===== src/rtl/demorgan_sweep_ctrl.sv =====
// Exhaustive De Morgan sweep controller: drives every {a,b} pair into two
// gate implementations, compares both against ~(a&b), counts mismatches.
// Optional macro DEMORGAN_FAIL_CAPTURE_EN adds fail_vec (first failing vector).
module demorgan_sweep_ctrl #(
    parameter int WIDTH  = 1,
    parameter int SETTLE = 1
) (
    input  logic               clk,
    input  logic               rst_n,
    input  logic               start,
    input  logic               abort,
    output logic [WIDTH-1:0]   a_drv,
    output logic [WIDTH-1:0]   b_drv,
    input  logic [WIDTH-1:0]   c_lhs,
    input  logic [WIDTH-1:0]   c_rhs,
    output logic               busy,
    output logic               done,
    output logic               pass,
    output logic [7:0]         err_cnt
`ifdef DEMORGAN_FAIL_CAPTURE_EN
   ,output logic [2*WIDTH-1:0] fail_vec
`endif
);

    localparam int VW = 2 * WIDTH;
    localparam logic [3:0] CNT_INIT = (SETTLE > 0) ? 4'(SETTLE - 1) : 4'd0;
    localparam logic [VW-1:0] VEC_ONE = {{(VW-1){1'b0}}, 1'b1};

    typedef enum logic [2:0] {
        S_IDLE,
        S_DRIVE,
        S_SETL,
        S_CHECK,
        S_DONE
    } state_t;

    state_t          state_q;
    state_t          state_d;
    logic [VW-1:0]   vec_q;
    logic [3:0]      cnt_q;
    logic [7:0]      err_q;
    logic            pass_q;
    logic [WIDTH-1:0] golden;
    logic            mismatch;
    logic            last_vec;
    logic            launch;
    logic            kill;

`ifdef DEMORGAN_FAIL_CAPTURE_EN
    logic [VW-1:0]   fail_q;
`endif

    assign golden   = ~(vec_q[VW-1:WIDTH] & vec_q[WIDTH-1:0]);
    assign mismatch = (c_lhs != golden) || (c_rhs != golden);
    assign last_vec = &vec_q;
    assign launch   = (state_q == S_IDLE) && start;
    assign kill     = (state_q != S_IDLE) && abort;

    // State register
    always_ff @(posedge clk or negedge rst_n) begin
        if (!rst_n) begin
            state_q <= S_IDLE;
        end else begin
            state_q <= state_d;
        end
    end

    // Next-state logic; abort overrides every non-idle transition
    always_comb begin
        state_d = state_q;
        unique case (state_q)
            S_IDLE: begin
                if (start) state_d = S_DRIVE;
            end
            S_DRIVE: begin
                if (abort)           state_d = S_IDLE;
                else if (SETTLE > 0) state_d = S_SETL;
                else                 state_d = S_CHECK;
            end
            S_SETL: begin
                if (abort)             state_d = S_IDLE;
                else if (cnt_q == 4'd0) state_d = S_CHECK;
            end
            S_CHECK: begin
                if (abort)         state_d = S_IDLE;
                else if (last_vec) state_d = S_DONE;
                else               state_d = S_DRIVE;
            end
            S_DONE: begin
                state_d = S_IDLE;
            end
            default: begin
                state_d = S_IDLE;
            end
        endcase
    end

    // Sweep datapath: vector, settle counter, error count, verdict
    always_ff @(posedge clk or negedge rst_n) begin
        if (!rst_n) begin
            vec_q  <= '0;
            cnt_q  <= 4'd0;
            err_q  <= 8'd0;
            pass_q <= 1'b0;
`ifdef DEMORGAN_FAIL_CAPTURE_EN
            fail_q <= '0;
`endif
        end else if (launch) begin
            vec_q  <= '0;
            err_q  <= 8'd0;
            pass_q <= 1'b0;
`ifdef DEMORGAN_FAIL_CAPTURE_EN
            fail_q <= '0;
`endif
        end else if (kill) begin
            pass_q <= 1'b0;
        end else begin
            if (state_q == S_DRIVE) begin
                cnt_q <= CNT_INIT;
            end
            if (state_q == S_SETL && cnt_q != 4'd0) begin
                cnt_q <= cnt_q - 4'd1;
            end
            if (state_q == S_CHECK) begin
                if (mismatch && err_q != 8'hFF) begin
                    err_q <= err_q + 8'd1;
                end
`ifdef DEMORGAN_FAIL_CAPTURE_EN
                if (mismatch && err_q == 8'd0) begin
                    fail_q <= vec_q;
                end
`endif
                if (last_vec) begin
                    pass_q <= !mismatch && (err_q == 8'd0);
                end else begin
                    vec_q <= vec_q + VEC_ONE;
                end
            end
        end
    end

    // Outputs decoded from state and registers
    always_comb begin
        busy    = (state_q != S_IDLE);
        done    = (state_q == S_DONE);
        pass    = pass_q;
        err_cnt = err_q;
        a_drv   = vec_q[VW-1:WIDTH];
        b_drv   = vec_q[WIDTH-1:0];
`ifdef DEMORGAN_FAIL_CAPTURE_EN
        fail_vec = fail_q;
`endif
    end

endmodule


===== config.mk =====
export PLATFORM = sky130hd
export DESIGN_NAME = demorgan_sweep_ctrl
export DESIGN_NICKNAME = d
export VERILOG_FILES = /design/src/rtl/demorgan_sweep_ctrl.sv
export SDC_FILE = /design/constraint.sdc
export NUM_CORES = 1
export LEC_CHECK = 0
export BUFFER_PORTS_ARGS = -buffer_cell sky130_fd_sc_hd__buf_2
export CAP_MARGIN = 25
export CORE_MARGIN = 2
export CORE_UTILIZATION = 53
export DETAILED_ROUTE_END_ITERATION = 10
export PLACE_DENSITY = 0.81
export SYNTH_ARGS = -nofsm -noshare
export SYNTH_HDL_FRONTEND = slang
export SYNTH_SLANG_ARGS = --single-unit

===== constraint.sdc =====
create_clock -name clk -period 2.4 [get_ports clk]
set_input_delay 0.12 -clock clk [delete_from_list [all_inputs] [get_ports clk]]
set_output_delay 0.12 -clock clk [all_outputs]
set_load 0.03 [all_outputs]

* After elaboration in Yosys (flattened, before gate mapping)
Cells that the tools add are included.
** Storage, ports and cells
- Logic and storage cells :: 67
- Register bits after elaboration :: 18
- Output and inout bits :: 13
- Input bits :: 6
** Operators by class
- $add $sub $neg :: 3
- Reductions and logical operators :: 23
- Bitwise operators :: 4
- Multiplexer cells :: 21
- Equal/unequal tests :: 11
** Operators with widths (count)
- $mux 8 :: 4
- $mux 3 :: 5
- $pmux 3 s4 :: 1
- $mux 2 :: 5
- $reduce_and 3->1 :: 3
- $reduce_bool 3->1 :: 3
- $add 8x1->8 const B :: 1
- $logic_not 8->1 :: 1
- $mux 4 :: 2
- $ne 8x8->1 const B :: 1
- $eq 3x2->1 const B :: 2
- $reduce_and 2->1 :: 3
- $reduce_bool 2->1 :: 3
- $logic_and 1x1->1 :: 5
- $logic_not 4->1 :: 1
- $mux 1 :: 4
- $ne 2x2->1 const B :: 2
- $reduce_bool 4->1 :: 1
- $sub 4x1->4 const B :: 1
- $eq 3x1->1 const B :: 1
- $eq 3x3->1 const B :: 1
- $logic_not 3->1 :: 1
- $ne 3x3->1 const B :: 1
- $not 1->1 :: 3
- 6 further kinds :: 7

* Depth between registers and ports, before layout
Gate-level depths: netlist of the first run.
- Word-level depth :: 10
- Depth in mapped cells :: 6
- Gate-level depth less buffers :: 6

* Worst setup path after synthesis of the first run
No wires, ideal clock.
- Kind :: reg2reg
- From :: reg vec_q[0]
- To :: reg err_q[7], in the netlist err_cnt[7]
- Path buffers :: 1
- Clock period less this slack :: 2230 ps
- Setup time :: 120 ps
- Path slack :: 170 ps
- Cell stages (with the launch flop) :: 7
- Data arrival time :: 2110 ps
- Required time :: 2280 ps
- Cell sequence :: dfrtp_1 > ha_1 > and3b_1 > or3_1 > buf_2 > or4_1 > o211a_1
** On the way
- Cells in the longest elaborated chain, start to end :: 7
- Elaborated cells on any way between the ends :: 8
- Classes of those cells :: eq/ne (2); bitwise (2); reduce/logical (4)
** RTL lines
- start: declaration :: line 39 : logic [VW-1:0] vec_q;
- start signal: assignment :: line 136 : vec_q <= vec_q + VEC_ONE;
- $and 1x1->1 * :: line 53 : assign golden = ~(vec_q[VW-1:WIDTH] & vec_q[WIDTH-1:0]);
- $not 1->1 * :: line 53
- $ne 1x1->1 :: line 54 : assign mismatch = (c_lhs != golden) || (c_rhs != golden);
- $logic_or 1x1->1 * :: line 54
- $logic_and 1x1->1 * :: line 125 : if (mismatch && err_q != 8'hFF) begin
- $reduce_bool 2->1 (no source line) *
- $reduce_and 3->1 (no source line) *
- end signal: assignment :: line 126 : err_q <= err_q + 8'd1;
- end: declaration :: line 41 : logic [7:0] err_q;
Every way passes the cells marked *; elsewhere a longest branch is shown, timed or not.
A chain may end at the register's enable or synchronous reset.

* Worst setup path in the final report of the first run
- From :: reg vec_q[1]
- To :: reg err_q[7], in the netlist err_cnt[7]
Same word-level chain as after synthesis.

==> impl_results.md, run 1 <==
- Vias: 891
- Antenna viol nets, final: 0
- DRT Wirelength: 2.02 mm
- Gr usage total: 21.2%
- Largest family of logic cells by synthesized area: simple AND/OR/NAND/NOR gates
- Reg2reg start: vec_q[1]
- IO buf count: 18
- Fin crit period: 2.14 ns
- Initial antenna violation count: 0
- Setup Crit Path Kind: register to register
- Setup TNS: 0 ns
- Ys flop type: dfrtp_1
- Cts repair resizes: 0
- CTS tree: built
- Min-delay src: abort
- Synth Warn #: 0
- Reg-to-reg setup timing slack: 0.26 ns
- Top sig layer: met4
- Vias in the first global route: 754
- Filler cells: 149
- Gp weighted congestion: 0.813
- Crit path capture type: register
- Post-synthesis compound-gate area fraction: 14.0%
- Hold Buf Count CTS: 1
- Max Fclk: 467 MHz
- Register area: 450 sq um
- Die Y: 48.2 um
- Final setup fails: 0
- H-tree levels: 1
- Synthesized cell area: 1030 sq um
- Seq/Total Area, Yosys: 43.6%
- Cells after synthesis: 112
- Type of origin of the critical path: register
- DR DRC count: 0
- Share of the synthesized area in the top cell type: 43.6%
- Worst vdd ir: 0.623 mV
- Worst Hold Class: input pin to register
- Worst hold slack: 0.0802 ns
- Die Span X: 48.2 um
- Fraction of synthesized area in multiplexers: 4.00%
- Share of layout cells above drive strength 1: 20.3%
- Placement Rows: 15
- Power per cell area: 855 nW/um^2
- Final Power: 0.00102 W
- Total CTS buffers: 3
- Antenna diode count: 0
- Worst Hold Depth: 2
- Core ar.: 1780 sq um
- Worst slew pin tran: 0.588 ns
- Syn_area_per_cell: 9.23 sq um
- CTS clk-pin slew, worst paths: 0.10 ns
- RSZ-0062 raised after global routing: no
- Worst slew margin: 60.4%
- Worst skew pair latency: 0.30 ns
- Worst Hold Endpoint: state_q[1]
- Nets@finish: 144
- RR Endpoint: err_cnt[7]
- Root Driver: clkbuf_4
- Initial Util: 58.0%
- Top cell type by total area after synthesis: dfrtp_1
- Num ports: 19
- CP max FO: 8
- GRT overflow: 0
- WL met3: 135 um
- Fin Clk Skew: 0.00389 ns
- Post-Synth XOR/XNOR Area: 1.69%
- Multi-input combinational cell area: 528 sq um
- Net Count, Synth: 122
- Met2 Wirelength: 878 um
- Area added between synthesis and finish: 15.6%
- # Post-CTS Setup Buffers: 0
- Die ar.: 2320 sq um
- Max_cap viols: 0
- DRT iter0 DRCs: 34
- Top area cells in the synthesized netlist: dfrtp_1 44%, ha_1 4.8%, inv_1 4.0%
- Unique masters post-synth: 35
- Crit share post-route: 89.3%
- Reg2Reg Depth: 5
- Fraction of registers with async set/reset: 100%
- First-pass GRT wire length: 3.26 mm
- Required @ worst endpoint: 2.60 ns
- Largest net degree at the start of global routing: 19
- Hpwl dp: 1.52 mm
- Final Hold Fails: 0
- Deepest clock path buffer count: 2
- Vias per cell: 5.64
- Status: finished clean
- Post-synthesis sequential element count: 18
- EDFF count, synth: 0
- Wl on met1: 959 um
- P_leak: 0.578 nW
- First-pass detailed-route iteration total: 4
- Post-synthesis adder-cell area fraction: 4.84%
- WL per Instance: 12.8 um
- Max-slew violations: 0
- CTS Sinks: 18
- Worst Path Arrival: 2.34 ns
- Simple-gate portion of the synthesized area: 26.5%
[layout by cell type (no fill, tap or decap), types with 2 or more instances in the layout]
| master | Yosys | final |
|---|---|---|
| o211ai_1 | 3 | 3 |
| ha_1 | 4 | 4 |
| mux2i_1 | 3 | 3 |
| buf_2 | 2 | 18 |
| nor2_1 | 11 | 11 |
| xnor2_1 | 2 | 2 |
| clkbuf_4 | 0 | 3 |
| nor3_1 | 6 | 6 |
| inv_1 | 11 | 11 |
| nand2b_1 | 2 | 2 |
| nand3_1 | 3 | 3 |
| o211a_1 | 2 | 2 |
| a21oi_1 | 7 | 7 |
| o21ai_0 | 3 | 3 |
| and2_1 | 2 | 2 |
| or3_1 | 4 | 4 |
| nor3b_1 | 2 | 2 |
| dfrtp_1 | 18 | 18 |
| nand2_1 | 8 | 8 |
| o22ai_1 | 3 | 3 |
[flip-flops by register name (all words and copies together), names as in the netlist]
| register | count |
|---|---|
| cnt_q | 4 |
| err_cnt | 8 |
| pass | 1 |
| state_q | 3 |
| vec_q | 2 |
[metal layers]
layer	vias up	track usage, %
li1	441	-
met1	409	28.8
met5	-	0
met3	5	4.81
met2	36	30.8
met4	0	12.4
[cells by family after synthesis]
group | Yosys count
AO/OA/AOI/OAI | 22
flip-flops | 18
XOR/XNOR | 2
adder cells (fa/ha/maj) | 4
buffers and inverters | 14
AND/OR/NAND/NOR | 48
multiplexers | 4
[power by group]
part | switching, W | internal (W) | leakage [nW] | total [W]
sequential | 0.0000793 | 0.000362 | 0.246 | 0.000441
clock | 0.0000978 | 0.0000927 | 0.0210 | 0.000190
combinational | 0.000225 | 0.000165 | 0.310 | 0.000390
[layout make-up]
type / count / share of cell area [%]
Clock buffer: 4 / 3.04
Inverter: 11 / 3.46
Multi-Input combinational cell: 80 / 44.2
Sequential cell: 18 / 37.7
Tap cell: 25 / 2.62
Timing Repair Buffer: 20 / 9.01
[through the flow]
stage / utilization (%) / cell area (sq um) / worst slack [ns] / cells
after floorplan: - / 1030 / 0.170 / 112
after global placement: 64.4 / 1150 / 0.351 / 153
after detailed placement: 64.4 / 1150 / 0.290 / 153
after CTS: 67.0 / 1190 / 0.270 / 158
after global routing: 67.0 / 1190 / 0.148 / 158
final: 67.0 / 1190 / 0.257 / 158
[critical path, stage by stage, from the launching register on]
cell	delay, ns
dfrtp_1	0.41
ha_1	0.26
nor3b_1	0.19
or3_1	0.49
or4_1	0.56
o211a_1	0.14
[how the worst max path moves through the flow]
stage	start	endpoint	slack [ns]	depth (start not counted)
after floorplan	vec_q[0]	err_cnt[7]	0.17	6
after global placement	vec_q[0]	err_cnt[7]	0.35	5
after detailed placement	vec_q[0]	err_cnt[7]	0.29	5
after CTS	vec_q[0]	err_cnt[7]	0.27	5
after global routing	vec_q[0]	err_cnt[7]	0.15	5
final	vec_q[1]	err_cnt[7]	0.26	5
[synth_stat cells, types with 2 or more instances]
master and number:
dfrtp_1 18, inv_1 11, nor2_1 11, nand2_1 8, a21oi_1 7, nor3_1 6
ha_1 4, or3_1 4, mux2i_1 3, nand3_1 3, o211ai_1 3, o21ai_0 3
o22ai_1 3, and2_1 2, buf_2 2, nand2b_1 2, nor3b_1 2, o211a_1 2
xnor2_1 2
Note: power is estimated with default switching activity, not from simulation.
==> run 2: changes to the inputs <==
==> constraint.sdc (replaced) <==
create_clock -name clk -period 2.05 [get_ports clk]
set_input_delay 0.1025 -clock clk [delete_from_list [all_inputs] [get_ports clk]]
set_output_delay 0.1025 -clock clk [all_outputs]
set_load 0.03 [all_outputs]
==> run 2 against run 1 <==
  * Total power increased by 20%
  * Cell count rose by 0.63%
  * Worst hold slack worse by 0.0055 ns
  * Non-clock buffer count is 1 higher
  * Via count shrank 0.22%
  * Clock power is 22% higher
  * Fmax grew 9.6%
  * Flip-flop and latch count unchanged
  * Routed wire length rose by 7.8%
==> impl_results.md, run 2 (same netlist as run 1, synthesis figures left out) <==
- DRT iter0 DRCs: 20
- CTS tree: built
- Commonest non-fill, non-tap cell in the layout: buf_2
- Max FFs per register: 8
- Total CTS buffers: 3
- DRT Wirelength: 2.18 mm
- # Post-CTS Setup Buffers: 0
- Sw frac: 40.6%
- Die Y: 48.2 um
- DR DRC count: 0
- Antenna diode count: 0
- Status: finished clean
- Worst slew pin tran: 0.417 ns
- Placement Rows: 15
- First-pass detailed-route iteration total: 6
- Crit path capture type: register
- P_leak: 0.577 nW
- Gp weighted congestion: 0.798
- Deepest clock path buffer count: 2
- Area post-placement: 1170 sq um
- Vias per cell: 5.59
- Antenna viol nets, final: 0
- Filler cells: 151
- Num ports: 19
- Vias: 889
- Power per cell area: 1010 nW/um^2
- Nets@finish: 145
- Initial Util: 58.0%
- Final setup fails: 0
- Clock power share: 18.8%
- Worst Hold Class: input pin to register
- Reg-to-reg setup timing slack: 0.1 ns
- Vias in the first global route: 782
- WL per Instance: 13.7 um
- Setup Crit Path Kind: register to register
- Worst Hold Depth: 2
- Worst vdd ir: 0.692 mV
- Crit share post-route: 95.4%
- Required @ worst endpoint: 2.25 ns
- Max_cap viols: 0
- Type of origin of the critical path: register
- H-tree levels: 1
- Reg2Reg Depth: 5
- CTS clk-pin slew, worst paths: 0.11 ns
- First-pass GRT wire length: 3.39 mm
- Max-slew violations: 0
- Final Hold Fails: 0
- Die Span X: 48.2 um
- IO buf count: 18
- CP max FO: 8
- Die ar.: 2320 sq um
- Worst slew margin: 72.2%
- Setup WS pre-CTS: 0.116 ns
- Min-delay src: abort
- Switching power: 0.000498 W
- Reg2reg start: vec_q[0]
- Logic gate share of total power: 38.2%
- Max Fclk: 512 MHz
- RSZ-0062 raised after global routing: no
- Core ar.: 1780 sq um
- Fin crit period: 1.95 ns
- CTS Sinks: 18
- Setup WS post-layout: 0.0952 ns
- Fin Clk Skew: 0.00774 ns
- Worst Path Arrival: 2.16 ns
- Design Area, Final: 1220 sq um
- Internal: 0.000730 W
- Reg power frac: 43.0%
- Share of layout cells above drive strength 1: 23.9%
- Setup TNS: 0 ns
- Worst Hold Endpoint: state_q[1]
- Worst skew pair latency: 0.31 ns
- Most frequent cells in the layout: 18 x buf_2, 16 x dfrtp_1, 11 x inv_1
- Area added between synthesis and finish: 18.0%
- RR Endpoint: err_cnt[7]
- Largest net degree at the start of global routing: 19
- GRT overflow: 0
- Gr usage total: 21.8%
- Hpwl dp: 1.55 mm
- Root Driver: clkbuf_4
- Initial antenna violation count: 0
==> run 2: cell types whose count changed in the layout (fill, tap and decap cells not counted) <==
cell,change
nor2_1,-1
dfrtp_1,-2
nor2_2,+1
dfrtp_2,+2
ha_4,+1
buf_4,+1
ha_1,-1
==> run 2: timing repair <==
| item | in CTS | in global routing |
|---|---|---|
| hold buffers | 1 | 0 |
| setup endpoints to repair | 0 | 1 |
| endpoints found under the hold margin | 18 | 0 |
| gates resized for setup | 0 | 1 |
==> run 2: layout make-up <==
| cell class | instances | area, sq um | share of cell area [%] |
|---|---|---|---|
| clock buffer | 4 | 36.3 | 2.97 |
| timing repair buffer | 21 | 115 | 9.44 |
| sequential | 18 | 453 | 37.1 |
| inverter | 11 | 41.3 | 3.38 |
| multi-input combinational | 80 | 543 | 44.5 |
| tap | 25 | 31.3 | 2.56 |
==> run 2: worst max path at each step <==
stage              from         end  slack (ns)  cells after the start
2_1_floorplan  vec_q[0]  err_cnt[7]        0.07                      6
3_3_place_gp   vec_q[0]  err_cnt[1]        0.16                      5
3_5_place_dp   vec_q[0]  err_cnt[1]        0.12                      5
4_1_cts        vec_q[0]  err_cnt[1]         0.1                      5
5_1_grt        vec_q[0]  err_cnt[7]       0.005                      5
6_report       vec_q[0]  err_cnt[7]         0.1                      5
==> run 2: worst max-delay path: stages, from the launching register on <==
cell and delay [ns]:
dfrtp_2 0.43, ha_4 0.17, and3b_1 0.20, or3_1 0.49
or4_1 0.43, o211a_1 0.14
==> run 2: metrics by stage <==
step | total power, W | hold slack (ns) | util (%) | std cells
global placement | 0.000978 | 0.0535 | 65.7 | 154
floorplan | 0.000873 | -0.193 | - | 112
CTS | 0.00122 | 0.0686 | 68.3 | 159
finish | 0.00123 | 0.0748 | 68.4 | 159
detailed placement | 0.000996 | 0.0603 | 65.7 | 154
global route | 0.00131 | 0.0628 | 68.4 | 159
==> run 2: power groups by stage <==
stage               Combinational, W  Sequential (W)  Clock [W]
global route                0.000521        0.000543   0.000249
detailed placement          0.000462        0.000534          0
finish                      0.000469        0.000528   0.000231
floorplan                   0.000317        0.000556          0
CTS                         0.000469        0.000526   0.000229
global placement            0.000451        0.000527          0
==> run 2: routing by layer <==
metal / up-vias / track usage [%] / part of all wire (%)
li1: 445 / - / -
met1: 414 / 30.9 / 51
met2: 26 / 30.3 / 41
met3: 4 / 5.56 / 6.1
met4: 0 / 11.9 / 2.3
met5: - / 0 / 0
==> run 3: changes to the inputs <==
--- a/config.mk
+++ b/config.mk
@@ -10,6 +10,7 @@
 export CORE_MARGIN = 2
 export CORE_UTILIZATION = 53
 export DETAILED_ROUTE_END_ITERATION = 10
+export HOLD_SLACK_MARGIN = 0.1
 export PLACE_DENSITY = 0.81
 export SYNTH_ARGS = -nofsm -noshare
 export SYNTH_HDL_FRONTEND = slang
==> run 3 against run 2 <==
  * Sequential power hardly changed
  * Clock power hardly changed
  * Flip-flop and latch count stayed put
==> impl_results.md, run 3 (same netlist as run 1, synthesis figures left out) <==
- Status: finished clean
- RSZ-0062 raised after global routing: no
- Required @ worst endpoint: 2.25 ns
- DRT Wirelength: 2.17 mm
- Nets@finish: 146
- Setup TNS: 0 ns
- Die ar.: 2320 sq um
- Die Y: 48.2 um
- Setup Crit Path Kind: register to register
- Total CTS buffers: 3
- P_leak: 0.581 nW
- Hpwl dp: 1.55 mm
- Antenna viol nets, final: 0
- Worst Hold Class: input pin to register
- Type of origin of the critical path: register
- CTS tree: built
- Worst Path Arrival: 2.17 ns
- WL per Instance: 13.6 um
- Final Hold Fails: 0
- Origin of the worst setup path: vec_q[0]
- CTS clk-pin slew, worst paths: 0.11 ns
- Multi-input combinational cell area: 543 sq um
- Filler cells: 150
- Register area: 453 sq um
- Die Span X: 48.2 um
- Fin crit period: 1.96 ns
- Core ar.: 1780 sq um
- Worst Hold Depth: 3
- Largest net degree at the start of global routing: 19
- Root Driver: clkbuf_4
- Worst hold slack: 0.115 ns
- Initial antenna violation count: 0
- First-pass detailed-route iteration total: 4
- Share of layout cells above drive strength 1: 23.7%
- Most frequent cells in the layout: 18 x buf_2, 16 x dfrtp_1, 11 x inv_1
- CTS Sinks: 18
- CP max FO: 8
- Deepest clock path buffer count: 2
- Worst vdd ir: 0.701 mV
- Worst slew margin: 73.0%
- GRT overflow: 0
- Reg2Reg Depth: 5
- Worst slew pin tran: 0.404 ns
- Num ports: 19
- Max Fclk: 510 MHz
- Final setup fails: 0
- Commonest non-fill, non-tap cell in the layout: buf_2
- Gp weighted congestion: 0.798
- Design Area, Final: 1230 sq um
- Max_cap viols: 0
- Worst skew pair latency: 0.31 ns
- Crit share post-route: 95.7%
- Gr usage total: 22.0%
- DR DRC count: 0
- Fin Clk Skew: 0.00607 ns
- DRT iter0 DRCs: 35
- Area post-placement: 1170 sq um
- Max-slew violations: 0
- Min-delay src: start
- Placement Rows: 15
- # Post-CTS Setup Buffers: 0
- Initial Util: 58.0%
- First-pass GRT wire length: 3.41 mm
- Vias per cell: 5.62
- Crit path capture type: register
- Reg2reg start: vec_q[0]
- Area added between synthesis and finish: 19.0%
- Vias in the first global route: 793
- Max FFs per register: 8
- Vias: 899
- Antenna diode count: 0
- Power per cell area: 1000 nW/um^2
- H-tree levels: 1
- IO buf count: 18
[run 3: changes by cell type in the layout (fill, tap and decap cells not counted)]
cell	before	now
dlygate4sd3_1	1	2
[run 3: path summary, 6_finish.rpt]
| check | end | slack [ns] |
|---|---|---|
| max | err_cnt[7] | 0.09 |
| min | state_q[0] | 0.12 |
| max reg2reg | err_cnt[7] | 0.09 |
| min reg2reg | cnt_q[0] | 0.51 |
| max in group asynchronous | vec_q[1] | 1.49 |
| min in group asynchronous | state_q[0] | 0.25 |
[run 3: stage by stage]
step | cells | util, % | total power (W) | setup WS [ns]
after global routing | 160 | 69.0 | 0.00132 | 0.00519
after CTS | 160 | 68.8 | 0.00123 | 0.0953
after floorplan | 112 | - | 0.000873 | 0.0715
after detailed placement | 154 | 65.7 | 0.000996 | 0.116
after global placement | 154 | 65.7 | 0.000978 | 0.161
final | 160 | 69.0 | 0.00123 | 0.0882
[run 3: power breakdown]
part | switching [W] | internal, W
logic | 0.000275 | 0.000197
registers | 0.000102 | 0.000425
clock network | 0.000123 | 0.000109
[run 3: layer usage]
layer  global-route usage, %  vias up  share of wire, %
li1                        -      447                 -
met1                    30.9      420                50
met2                    30.8       27                41
met3                    5.56        5               6.3
met4                    11.9        0               2.3
met5                       0        -                 0
[run 3: repair_timing]
action | 4_1_cts | 5_1_grt
gates resized for setup | 0 | 1
endpoints found under the setup margin | 0 | 1
hold buffers | 2 | 0
hold endpoints to repair | 19 | 0
[run 3: final cells by class]
class                   count  area share, %
clock buffers               4           2.95
well taps                  25           2.54
inverters                  11           3.36
repair buffers             22           10.2
multi-input cells          80           44.2
flip-flops and latches     18           36.8
[run 3: critical path, cell delays in order, from the launching register on]
cell and delay (ns):
dfrtp_2 0.43, ha_4 0.17, and3b_1 0.20, or3_1 0.50, or4_1 0.43, o211a_1 0.14
